===== config.mk =====
export PLATFORM = sky130hd
export DESIGN_NAME = uart_rx_peer
export DESIGN_NICKNAME = d
export VERILOG_FILES = /design/src/rtl/uart_rx_peer.sv
export SDC_FILE = /design/constraint.sdc
export NUM_CORES = 1
export LEC_CHECK = 0
export CAP_MARGIN = 40
export CORE_UTILIZATION = 45
export DETAILED_ROUTE_END_ITERATION = 16
export PLACE_DENSITY_LB_ADDON = 0.15
export SYNTH_ARGS = -nofsm -noshare
export SYNTH_HDL_FRONTEND = slang
export SYNTH_SLANG_ARGS = --single-unit

===== constraint.sdc =====
create_clock -name clk_i -period 7.79 [get_ports clk_i]
set_input_delay 2.337 -clock clk_i [delete_from_list [all_inputs] [get_ports clk_i]]
set_output_delay 2.337 -clock clk_i [all_outputs]
set_load 0.01 [all_outputs]

===== src/rtl/uart_rx_peer.sv =====
// uart_rx_peer: 8N1 UART receiver with a small pop FIFO and sticky framing/overrun flags.
module uart_rx_peer #(
    parameter int FIFO_DEPTH  = 4,
    parameter int SYNC_STAGES = 2
) (
    input  logic                          clk_i,
    input  logic                          rst_i,
    input  logic [15:0]                   div_i,
    input  logic                          rx_i,
    output logic [7:0]                    data_o,
    output logic                          valid_o,
    input  logic                          ready_i,
    output logic [$clog2(FIFO_DEPTH):0]   count_o,
    output logic                          busy_o,
    output logic                          frame_err_o,
    output logic                          overrun_o,
    input  logic                          clr_err_i
);
    localparam int AW = $clog2(FIFO_DEPTH);
    localparam int CW = AW + 1;

    typedef enum logic [2:0] {IDLE, START, DATA, STOP, WAIT_HIGH} state_t;

    state_t                 state, state_n;
    logic [SYNC_STAGES-1:0] sync;
    logic                   rxs, prev_rxs, fall;
    logic [15:0]            cnt, div_q;
    logic [2:0]             bit_idx;
    logic [7:0]             shreg;
    logic                   mid, last, push, ferr_set, pop, accept;
    logic [7:0]             mem [FIFO_DEPTH];
    logic [AW-1:0]          wptr, rptr;

    assign rxs    = sync[SYNC_STAGES-1];
    assign fall   = prev_rxs & ~rxs;
    assign mid    = cnt == {1'b0, div_q[15:1]};
    assign last   = cnt == div_q - 16'd1;
    assign busy_o = state != IDLE;

    always_comb begin
        state_n  = state;
        push     = 1'b0;
        ferr_set = 1'b0;
        case (state)
            IDLE:      state_n = fall ? START : IDLE;
            START:     state_n = mid ? (rxs ? IDLE : DATA) : START;
            DATA:      state_n = (last && bit_idx == 3'd7) ? STOP : DATA;
            STOP: begin
                state_n  = last ? (rxs ? IDLE : WAIT_HIGH) : STOP;
                push     = last & rxs;
                ferr_set = last & ~rxs;
            end
            WAIT_HIGH: state_n = rxs ? IDLE : WAIT_HIGH;
            default:   state_n = IDLE;
        endcase
    end

    always_ff @(posedge clk_i) begin
        if (rst_i) begin
            sync     <= '1;
            prev_rxs <= 1'b1;
            state    <= IDLE;
            cnt      <= '0;
            div_q    <= 16'd4;
            bit_idx  <= '0;
            shreg    <= '0;
        end else begin
            sync     <= {sync[SYNC_STAGES-2:0], rx_i};
            prev_rxs <= rxs;
            state    <= state_n;
            if (state == IDLE) begin
                cnt <= '0;
                if (fall)
                    div_q <= (div_i < 16'd4) ? 16'd4 : div_i;
            end else begin
                // every sample point restarts the bit timer
                cnt <= ((state == START && mid) || ((state == DATA || state == STOP) && last)) ? 16'd0 : cnt + 16'd1;
            end
            if (state == START && mid)
                bit_idx <= '0;
            if (state == DATA && last) begin
                shreg[bit_idx] <= rxs;
                bit_idx        <= bit_idx + 3'd1;
            end
        end
    end

    assign valid_o = count_o != '0;
    assign pop     = valid_o & ready_i;
    assign accept  = push & ((count_o != CW'(FIFO_DEPTH)) | pop);
    assign data_o  = mem[rptr];

    always_ff @(posedge clk_i) begin
        if (rst_i) begin
            for (int i = 0; i < FIFO_DEPTH; i++)
                mem[i] <= '0;
            wptr        <= '0;
            rptr        <= '0;
            count_o     <= '0;
            frame_err_o <= 1'b0;
            overrun_o   <= 1'b0;
        end else begin
            if (accept) begin
                mem[wptr] <= shreg;
                wptr      <= wptr + AW'(1);
            end
            if (pop)
                rptr <= rptr + AW'(1);
            count_o <= count_o + CW'(accept) - CW'(pop);
            if (ferr_set)
                frame_err_o <= 1'b1;
            else if (clr_err_i)
                frame_err_o <= 1'b0;
            if (push && !accept)
                overrun_o <= 1'b1;
            else if (clr_err_i)
                overrun_o <= 1'b0;
        end
    end
endmodule


==> results.md <==
* finished, final reports clean — run status
* 105.2 um — Die Height
* 530 — net count of the mapped netlist
* 4.617 ns — post-route minimum period
* sky130_fd_sc_hd__dfxtp_1 — commonest non-fill, non-tap cell in the layout
* sky130_fd_sc_hd__dfxtp_1, sky130_fd_sc_hd__nand2_1, sky130_fd_sc_hd__nor2_1 — commonest cells after routing, fill and taps aside
* sky130_fd_sc_hd__dfxtp_1 — top flip-flop cell by instance count after synthesis
* 0 — Yosys Warn Count
* 0 ns — sum of negative setup slack
* sky130_fd_sc_hd__nor4b_1 — cell with the largest stage delay on the worst path
* 6 — drt pass-1 iters
* 3 — Worst Path Max Fanout
* 48 — post-synth cell types
* sky130_fd_sc_hd__dfxtp_1, sky130_fd_sc_hd__edfxtp_1, sky130_fd_sc_hd__xnor2_1, sky130_fd_sc_hd__nor4_1, sky130_fd_sc_hd__mux4_2 — leading post-synthesis cells by cell area
* 37 — placement row count
* 0 — Post-CTS Setup Inserts
* 0.5927 — Tcrit/Tclk final
* 55 — largest net degree at the start of global routing
* 0 — final routed DRC violation total
* 9 — total CTS buffers
* 7740 um — Post-DP HPWL
* 3448 — via count of the first global-routing pass
* 0.4273 ns — smallest hold slack
* 16.22 um — DR WL/cell
* 35 — number of buffer cells added on primary ports
* 0.8598 ns — measured slew at the worst slew-check pin
* 502 — number of instances in the synthesized netlist
* 36 — I/O pins
* 3682 — total vias in the final route
* 92 — synthesized flop and latch total
* sky130_fd_sc_hd__dfxtp_1 — library cell with the largest summed area after synthesis
* 0.5198 — Post-Route Utilization
* 105.2 um — die outline width
* 0 — hold violation total from the final report
* 3 — deepest level of the CTS H-tree
* 0.10 ns — Clock Pin Slew Worst Setup and Hold Paths
* 635 — cell total after placement
* 3.173 ns — setup slack of the critical path after layout
* 0 — grt total ovfl
* 241 — detailed router's first-iteration violation count
* 0 — fraction of registers with async set/reset
* 0.4508 — sequential-to-total area share from yosys stat
* 32 — count of flip-flops with a built-in enable after synthesis
* 0.07767 — fraction of final layout cells with drive strength greater than 1
* 0 — number of instances resized during post-cts repair
* 2 — clock buffer depth
* built — TritonCTS clock tree
* 17730 um — wire length of the first global-routing pass
* 4.86 ns — data arrival time of the critical path
* 9.553 um2 — mean instance size in the synthesized netlist
* sky130_fd_sc_hd__clkbuf_8 — clock root cell
* flop — sort of element at the end of the critical path
* 0 — Ant. Diodes
* 11070 um2 — die outline area
* reg -> reg — worst min path class
* 0.01604 ns — Fin Clk Skew
* 1.743 nW — P_leak
* clkdlybuf4s50_1 > nor4b_1 > nor3_1 > nand3_1 > ha_1 > inv_1 > ha_1 > inv_1 > fa_1 > xor2_1 > xnor2_1 > nor2_1 — cell-by-cell listing of the critical path
* 10560 um — drt total wl
* 0.4645 — initial cell density of the core
* no — setup repair after global routing missed its margin
* 10320 um2 — placeable core area
* 0 — total of hold buffers inserted after clock tree synthesis
* 8.03 ns — required arrival time at the worst endpoint
* 92 — number of clock sinks seen by CTS
* 0 — total count of max-transition violations in the final report
* 11.90% — P&R area growth vs syn
* 0 — number of antenna violations at the first check in global routing
* 0.2505 — area share of the largest cell type after synthesis
* 126.9 uV — VDD IR-drop max
* 198.7 nW/um2 — power density relative to cell area
* in -> reg — critical path class
* 5.656 — via/cell ratio
* 2.862 ns — pre-CTS setup slack
* 0 — count of maximum capacitance violations
* 651 — filler-free cell count of the finished design
* 0.2028 — total routing resource utilization after global routing
* 0.36 ns — clock latency on the worst-skew pair
* 0 — setup violation total in the final timing report
* 0.4254 — max_slew headroom
* 216.6 MHz — Max Fclk
* 4796 um2 — post-synthesis instance area
* 0.59 ns — stage delay of the slowest cell on the critical path
* 0.7831 — weighted congestion at the end of routability-driven global placement
* 538 — net total in the final layout
* 0 — number of nets with antenna violations after detailed routing
* primary input — crit start category
==> cells in the mapped netlist, drive strengths merged (2+ instances only) <==
| cell type | number |
|---|---|
| buf | 14 |
| o21ai | 2 |
| or3 | 4 |
| nand3 | 16 |
| edfxtp | 32 |
| and2 | 2 |
| mux2 | 3 |
| nor2b | 4 |
| and3 | 4 |
| o21a | 2 |
| or4b | 2 |
| nand2 | 47 |
| or2 | 7 |
| a22oi | 2 |
| nand3b | 5 |
| xor2 | 20 |
| nor3b | 5 |
| mux2i | 10 |
| clkbuf | 27 |
| nor2 | 41 |
| a31oi | 5 |
| nor4 | 32 |
| nand2b | 16 |
| nand4 | 12 |
| inv | 13 |
| and4 | 3 |
| ha | 6 |
| mux4 | 8 |
| a21oi | 17 |
| o21bai | 4 |
| nor3 | 25 |
| xnor2 | 38 |
| or4 | 5 |
| dfxtp | 60 |
==> report_power, final <==
part           switching [W]  internal [W]
registers          0.0000311      0.000516
logic              0.0000894      0.000110
clock network       0.000180      0.000139
==> per-layer routing <==
layer / global-route usage / part of all wire / vias up
li1: - / - / 1796
met1: 0.2982 / 0.50 / 1795
met2: 0.3059 / 0.45 / 81
met3: 0.03030 / 0.038 / 10
met4: 0.06439 / 0.011 / 0
met5: 0 / 0 / -
==> per-stage QoR <==
step	power (W)	instance area, um2
5_1_grt	0.001114	5366
2_1_floorplan	0.0006830	4796
3_5_place_dp	0.0007593	5175
6_report	0.001066	5366
4_1_cts	0.001073	5366
3_3_place_gp	0.0007544	5167
==> path summary, 6_finish.rpt <==
path	cells past startpoint	end	from	slack [ns]
setup / recovery	12	count_o[2]	ready_i	3.17
hold / removal	1	sync[1]	sync[0]	0.43
setup reg to reg	17	count_o[2]	div_q[0]	3.55
hold reg to reg	1	sync[1]	sync[0]	0.43
==> worst max-delay path, delay by kind of cell <==
family / cells / cell delay, ns
and+or+nand+nor: 4 / 0.97
buffers and inverters: 3 / 0.52
adders and majority gates: 3 / 0.73
xor gates and xnor gates: 2 / 0.30
==> sequential cells by signal (all words and copies together) (netlist names), 2 cells and up, named ones only <==
signal	flops
mem	32
bit_idx	3
div_q	16
cnt	16
state	3
shreg	8
wptr	2
sync	2
rptr	2
count_o	3
==> area by class of cell <==
type	instances	area, um2
fill	942	4957
multi-input combinational	356	2421
sequential	92	2162
timing repair buffer	38	372.9
tap	136	170.2
clock buffer	11	152.6
inverter	13	48.80
clock inverter	5	38.79
==> kinds of logic after synthesis <==
kind of cell | count (synthesis) | synth area share
buf+inv | 54 | 0.04435
compound gates | 39 | 0.05166
flops | 92 | 0.4508
mux | 21 | 0.06548
simple gates | 231 | 0.2619
xor+xnor | 58 | 0.1059
fa+ha+maj | 7 | 0.01983
No activity file was read; power rests on OpenSTA's default activity.
